--- config.mk ---
export PLATFORM = sky130hd
export DESIGN_NAME = dcsk_tx_scheduler
export DESIGN_NICKNAME = d
export VERILOG_FILES = /design/src/rtl/spreading_factors_pkg.sv /design/src/rtl/tx_sched_pkg.sv /design/src/rtl/rr_arbiter.sv /design/src/rtl/dcsk_tx_scheduler.sv
export SDC_FILE = /design/constraint.sdc
export NUM_CORES = 1
export LEC_CHECK = 0
export CORE_ASPECT_RATIO = 1.1
export CORE_MARGIN = 5
export CORE_UTILIZATION = 40
export DETAILED_ROUTE_END_ITERATION = 6
export PLACE_DENSITY = 0.82
export SYNTH_ARGS = -nofsm -noshare
export SYNTH_HDL_FRONTEND = slang
export SYNTH_SLANG_ARGS = --single-unit
--- constraint.sdc ---
create_clock -name i_clk -period 3.7 [get_ports i_clk]
set_input_delay 0.37 -clock i_clk [delete_from_list [all_inputs] [get_ports i_clk]]
set_output_delay 0.37 -clock i_clk [all_outputs]
set_load 0.05 [all_outputs]
--- src/rtl/spreading_factors_pkg.sv ---
// spreading_factors_pkg: DCSK spreading factor encoding shared with the transmitter.
package spreading_factors_pkg;
    typedef enum logic [1:0] {SF2, SF4, SF8, SF16} sf_t;
endpackage

--- src/rtl/tx_sched_pkg.sv ---
// tx_sched_pkg: scheduler state encoding and expected chip count per message.
package tx_sched_pkg;
    import spreading_factors_pkg::*;
    typedef enum logic [2:0] {IDLE, LOAD, SEND, WAIT_START, ACTIVE} sched_state_t;
    localparam int CHIPS_PER_BIT_BASE = 2;
    localparam int MSG_BITS = 32;
    // Reference + data half-frames per bit, each 2^(sf+1) chips long.
    function automatic logic [10:0] expected_chips(input sf_t sf);
        return 11'(MSG_BITS * CHIPS_PER_BIT_BASE) << (int'(sf) + 1);
    endfunction
endpackage

--- src/rtl/rr_arbiter.sv ---
// rr_arbiter: one-hot round-robin grant, search starting at ptr and wrapping modulo N.
module rr_arbiter #(
    parameter int N = 4
) (
    input  logic [N-1:0]         req,
    input  logic [$clog2(N)-1:0] ptr,
    input  logic                 en,
    output logic [N-1:0]         gnt,
    output logic [$clog2(N)-1:0] gnt_id,
    output logic                 any
);
    localparam int IW = $clog2(N);
    logic [IW-1:0] idx;
    always_comb begin
        gnt = '0;
        gnt_id = '0;
        any = 1'b0;
        idx = '0;
        for (int k = 0; k < N; k++) begin
            idx = IW'((int'(ptr) + k) % N);
            if (en && !any && req[idx]) begin
                gnt[idx] = 1'b1;
                gnt_id = idx;
                any = 1'b1;
            end
        end
    end
endmodule

--- src/rtl/dcsk_tx_scheduler.sv ---
// dcsk_tx_scheduler: round-robin sharing of one DCSK tx between N requesters with seed reloads and supervision.
// Define DCSK_TX_SCHED_LEN_CHECK_EN to enable the chip-count check driving o_err_len.
module dcsk_tx_scheduler
    import spreading_factors_pkg::*, tx_sched_pkg::*;
#(
    parameter int N_REQ = 4,
    parameter int START_TIMEOUT = 16,
    parameter int SEED_W = 8
) (
    input  logic                     i_clk,
    input  logic                     i_arst_n,
    input  logic [N_REQ-1:0]         i_req_valid,
    output logic [N_REQ-1:0]         o_req_ready,
    input  logic [N_REQ-1:0][31:0]   i_req_msg,
    input  logic [N_REQ-1:0][1:0]    i_req_sf,
    input  logic [SEED_W-1:0]        i_seed,
    input  logic                     i_seed_update,
    output logic [SEED_W-1:0]        o_seed,
    output logic                     o_load_seed,
    output logic                     o_send,
    output logic [31:0]              o_msg,
    output logic [1:0]               o_sf,
    input  logic                     i_is_sending,
    output logic                     o_busy,
    output logic [$clog2(N_REQ)-1:0] o_grant_id,
    output logic                     o_err_timeout,
    output logic                     o_err_len
);
    localparam int IW = $clog2(N_REQ);
    localparam int TW = $clog2(START_TIMEOUT + 1);
    sched_state_t state;
    logic [IW-1:0] rr_ptr, gnt_id;
    logic [N_REQ-1:0] gnt;
    logic gnt_any, seed_pending, arb_en;
    logic [TW-1:0] timer;
    assign arb_en = state == IDLE && !seed_pending;
    assign o_req_ready = gnt;
    assign o_busy = state != IDLE;
    rr_arbiter #(.N(N_REQ)) u_arb (
        .req(i_req_valid), .ptr(rr_ptr), .en(arb_en),
        .gnt(gnt), .gnt_id(gnt_id), .any(gnt_any)
    );
    // Newest seed wins; a pulse landing during LOAD keeps the reload pending.
    always_ff @(posedge i_clk or negedge i_arst_n)
        if (!i_arst_n) begin
            o_seed <= '0;
            seed_pending <= 1'b0;
        end else if (i_seed_update) begin
            o_seed <= i_seed;
            seed_pending <= 1'b1;
        end else if (state == LOAD) seed_pending <= 1'b0;
    always_ff @(posedge i_clk or negedge i_arst_n)
        if (!i_arst_n) begin
            state <= IDLE;
            rr_ptr <= '0;
            timer <= '0;
            o_send <= 1'b0;
            o_load_seed <= 1'b0;
            o_err_timeout <= 1'b0;
            o_msg <= '0;
            o_sf <= '0;
            o_grant_id <= '0;
        end else begin
            o_send <= 1'b0;
            o_load_seed <= 1'b0;
            o_err_timeout <= 1'b0;
            case (state)
                IDLE:
                    if (seed_pending) begin
                        state <= LOAD;
                        o_load_seed <= 1'b1;
                    end else if (gnt_any) begin
                        state <= SEND;
                        o_send <= 1'b1;
                        o_msg <= i_req_msg[gnt_id];
                        o_sf <= i_req_sf[gnt_id];
                        o_grant_id <= gnt_id;
                        rr_ptr <= gnt_id == IW'(N_REQ - 1) ? '0 : gnt_id + 1'b1;
                    end
                LOAD: state <= IDLE;
                SEND: begin
                    state <= WAIT_START;
                    timer <= TW'(1);  // counts cycles since o_send
                end
                WAIT_START:
                    if (i_is_sending) state <= ACTIVE;
                    else if (timer == TW'(START_TIMEOUT - 1)) begin
                        o_err_timeout <= 1'b1;
                        state <= IDLE;
                    end else timer <= timer + 1'b1;
                ACTIVE: if (!i_is_sending) state <= IDLE;
                default: state <= IDLE;
            endcase
        end
`ifdef DCSK_TX_SCHED_LEN_CHECK_EN
    logic [10:0] chip_cnt;
    always_ff @(posedge i_clk or negedge i_arst_n)
        if (!i_arst_n) begin
            chip_cnt <= '0;
            o_err_len <= 1'b0;
        end else begin
            o_err_len <= 1'b0;
            if (state == WAIT_START && i_is_sending) chip_cnt <= 11'd1;
            else if (state == ACTIVE && i_is_sending) chip_cnt <= chip_cnt + {10'd0, chip_cnt != '1};
            else if (state == ACTIVE) o_err_len <= chip_cnt != expected_chips(sf_t'(o_sf));
        end
`else
    assign o_err_len = 1'b0;
`endif
endmodule

# Yosys cells after proc, flatten, opt, wreduce, memory -nomap -nowiden
# Cells that the tools add are included.
[word_totals]
input_bits = 152
register_bits = 58
[op_classes]
eq_ne = 11
n_bitwise = 4
n_addsub = 5
reduce_logical = 23
n_lt_le_gt_ge = 9
muxes = 52
[ops]
columns = ["cell", "n"]
rows = [
  ["$bmux W32 S2", 1],
  ["$mux W32", 1],
  ["$mux W1", 22],
  ["$mux W4", 4],
  ["$lt A2 B3 Y1 const B", 5],
  ["$mux W3", 5],
  ["$logic_and A1 B1 Y1", 12],
  ["$mux W2", 6],
  ["$or A4 B4 Y4", 3],
  ["$pmux W3 S4", 1],
  ["$mux W5", 2],
  ["$pmux W5 S2", 1],
  ["$reduce_and A3 Y1", 3],
  ["$bmux W1 S2", 4],
  ["$demux W1 S2", 4],
  ["$ge A2 B1 Y1 const B", 4],
  ["$eq A3 B2 Y1 const B", 2],
  ["$ne A2 B2 Y1 const B", 3],
  ["$ne A3 B3 Y1 const B", 2],
  ["$add A5 B1 Y5 const B", 1],
  ["$eq A5 B4 Y1 const B", 1],
  ["$add A2 B1 Y2 const B", 2],
  ["$add A2 B2 Y2 const B", 2],
  ["$bmux W2 S2", 1],
  ["other kinds (8)", 12],
]

# Longest topological paths before layout
[logic_depth]
depth_word = 19
ltp_mapped = 13
ltp_nobuf = 9

# Modules after synthesis
# From an unflattened synthesis, not the netlist that was laid out.
[unflattened]
hier_cells = 268
hier_area_um2 = 3723.6
[modules_own_cells]
columns = ["module", "area_per_inst_um2", "cells_each", "n_inst", "seq_area_each_um2"]
rows = [
  ["dcsk_tx_scheduler", 3174.3, 202, 1, 1451.4],
  ["rr_arbiter", 549.3, 66, 1, 0.0],
]

# Worst setup path before layout
# Ideal clock, no wire load.
[synth_timing]
path_type = "register -> output"
startpoint = "register rr_ptr[0]"
endpoint = "output o_req_ready[1]"
t_arrival_ns = 2.776
stages_incl_launch_ff = 9
required_time_ns = 3.330
path_slack_ns = 0.554
cell_sequence = "dfrtp_1 buf_2 inv_1 ha_1 mux4_2 nor2b_4 buf_6 a22oi_1 o21ai_0"
[synth_via]
elab_chain_cells = 16
[synth_rtl]
columns = ["item", "line", "text"]
rows = [
  ["start: declaration", "dcsk_tx_scheduler.sv:32", "logic [IW-1:0] rr_ptr, gnt_id;"],
  ["start signal: assignment", "dcsk_tx_scheduler.sv:78", "rr_ptr <= gnt_id == IW'(N_REQ - 1) ? '0 : gnt_id + 1'b1;"],
  ["parallel branches: the longest is 15 deep, another holds $lt A2 B3 Y1", "-", ""],
  ["$mux W4 (*)", "rr_arbiter.sv:21", "if (en && !any && req[idx]) begin"],
  ["end: declaration", "dcsk_tx_scheduler.sv:13", "output logic [N_REQ-1:0] o_req_ready,"],
]
# Mark *: on every way between the ends. The select of a mux whose other input is x is not followed.

# Worst setup path after layout
[layout_timing]
startpoint = "register rr_ptr[1]"
endpoint = "output o_req_ready[1]"
# Same word-level chain as after synthesis.

==> results.md <==
- Peak supply drop: slightly below 0.0005 V
- Min cycle time layout: 3.427 ns
- Root Buffer: clkbuf_8
- Grt total ovfl: 0
- Critical Path Start Type: flop
- Number of flops mapped to enable cells by yosys: 0
- Worst Setup End Kind: output pin
- Endpoints failing hold: 0
- CP max FO: 13
- Setup tns final: 0 ns
- Total routed wirelength: 12670 um
- Synth async-reset ratio: 1.000
- Cells after DPL: 655
- Setup violators final: 0
- Initial antenna violation count: 0
- Register area share after synthesis: 0.3754
- Status: finished clean
- N_diodes: 0
- Longest Clk Path Bufs: 2
- GR Util met1: 0.2328
- CP max stage cell: dfrtp_1
- CTS resizes: 0
- Gr usage total: 0.2094
- Post-CTS Hold Buffers: 0
- Met2 usage: 0.3771
- Clock Sinks: 58
- Critical path class: flop to output pin
- # DRC: 0
- Gr busiest metal: met2
- Max-slew violations: 0
- Cell area after layout: 6143 um2
- Worst Hold Class: input port to async pin
- Final net count: just over 700
- CP Buf/Inv Count: 2
- Via Count: 3704
- Mean post-synth cell area: approximately 11 um2
- Worst reg2reg path depth: 10
- Area delta synth->final: 58.90%
- Num CTS Buffers: 9
- Commonest cells after routing, fill and taps aside: clkdlybuf4s50_1, mux2i_1, dfrtp_1
- Ranking of synthesized cells by area: dfrtp_1, mux2i_1, o22a_1, a22oi_1, mux2_2
- Final period util: 0.9263
- Global-route wire length before repair: 20180 um
- Mapped Area: 3866 um2
- Die height: 113.1 um
- Pwr Density: just under 800 nW/um2
- CP peak stage delay: 0.59 ns
- Yosys top cell area share: 0.3754
- Leak Pwr: 2.811 nW
- Clk pin slew, worst setup/hold paths: 0.08 ns
- Io pins: 205
- Cell count along the critical path: 7
- Mapped Nets: 517
- Cell family with most CP delay: flip-flops
- Dpl hpwl: a little under 10000 um
- H-tree level count: 3
- Met3 GRT Util: 0.07074
- Max_cap viols: 0
- Fillers: 768
- DIE WIDTH: 103.7 um
- Initial Utilization: 0.4114
- Clk Latency, worst-skew pair: around 0.34 ns
- Final antenna-violating net count: 0
- CTS tree: built
- Critical Path AT: between 3 and 4 ns
- Vias per cell: 5.520
- Port bufs: 203
- Post-Layout Cell Count: about 670
- Netlist cell types: 42
- # rows: 37
- Cell Chain, Critical Path: inv_1, ha_1, mux4_2, nor3_1, a22oi_1, o21ai_0, buf_4
- Drt pass-1 iters: 4
- Main synth FF type: dfrtp_1
- Placed instance area: 5949 um2
- CP Data Required Time: roughly 3.3 ns
- Worst Tran Pin Value: ~0.85 ns
- Ratio of cells with drive above 1 in the final layout: 0.1101
- Synth Register Bits: 58
- Final Skew: 0.01241 ns
- Post-Syn Instances: ~360
- RSZ-0062 raised after global routing: no
- Rel. slew slack: 0.4363
- Yosys warning total: 0
- Placer congestion estimate: 0.8691
- Commonest non-fill, non-tap cell in the layout: clkdlybuf4s50_1
- Drt wl/cell: 18.89 um
- Placeable Area: 9398 um2
- Fmax: roughly 290 MHz
- Vias in the first global route: approximately 4000
- Pin count of the biggest net entering global routing: 43
- Starting DRT DRC Count: about 140
- Cell accounting for the most synthesized area: dfrtp_1
- Die area: 11730 um2
- Setup bufs post-CTS: 0
path summary, 6_finish.rpt:
check / from / to / slack, ns
worst max register to register: rr_ptr[1] / o_sf[1] / 0.43
worst min register to register: o_msg[27] / o_msg[27] / 0.51
worst max-delay path: rr_ptr[1] / o_req_ready[1] / 0.27
max in group asynchronous: i_arst_n / o_msg[12] / 2.74
worst min-delay path: i_arst_n / timer[1] / 0.13
min in group i_clk: o_msg[27] / o_msg[27] / 0.51
area by class of cell:
class,instances,area [um2],area share
repair buffers,212,2110,0.3434
clock buffers,10,127.6,0.02077
inverters,6,22.52,0.003666
flip-flops and latches,58,1451,0.2363
multi-input cells,262,2220,0.3613
clock inverters,6,66.31,0.01079
well taps,117,146.4,0.02383
Yosys cell counts (all sizes together), types with 2 or more instances:
cell type and number:
o22a 34, o21a 2, a22o 3, nor2 12, mux2i 72, nor2b 6
mux4 2, nand2b 4, mux2 12, a21oi 10, a21o 3, nand2 12
ha 6, a22oi 43, clkbuf 9, nor3b 3, dfrtp 58, buf 24
nor3 8, inv 6, o21bai 3, o21ai 12
sequential cells by signal (all words and copies together) (netlist names):
register       count
o_msg             32
o_seed             8
timer              5
state              3
o_grant_id         2
o_sf               2
rr_ptr             2
o_err_timeout      1
o_load_seed        1
o_send             1
seed_pending       1
layer usage:
metal | share of wire | wire, um | up-vias
met5 | 0 | 0 | -
met4 | 0.017 | 216 | 0
met3 | 0.080 | 1017 | 17
met2 | 0.53 | 6667 | 159
met1 | 0.38 | 4771 | 1775
li1 | - | - | 1753
logic make-up after synthesis:
kind of cell / Yosys count / share of synthesized area
fa+ha+maj: 6 / 0.01942
buf+inv: 39 / 0.05760
flops: 58 / 0.3754
mux: 86 / 0.2330
xor+xnor: 1 / 0.002266
other cells: 1 / 0.0009699
simple gates: 53 / 0.07670
compound gates: 115 / 0.2346
stage by stage:
step	hold slack, ns	worst slack, ns	total power [W]	util
after floorplan	0.07441	0.5541	0.003360	-
after global placement	0.4884	0.5541	0.004253	0.6331
after detailed placement	0.4956	0.4485	0.004331	0.6331
after CTS	0.1540	0.3052	0.004936	0.6537
after global routing	0.2030	0.1223	0.005179	0.6537
final	0.1253	0.2726	0.004888	0.6537
power by group:
group / switching, W / internal [W] / total (W) / leakage (nW)
registers: 0.000197 / 0.000901 / 0.00110 / 0.665
logic: 0.00188 / 0.00132 / 0.00320 / 2.06
clock network: 0.000274 / 0.000312 / 0.000586 / 0.0889
(Power assumes the default switching activity.)
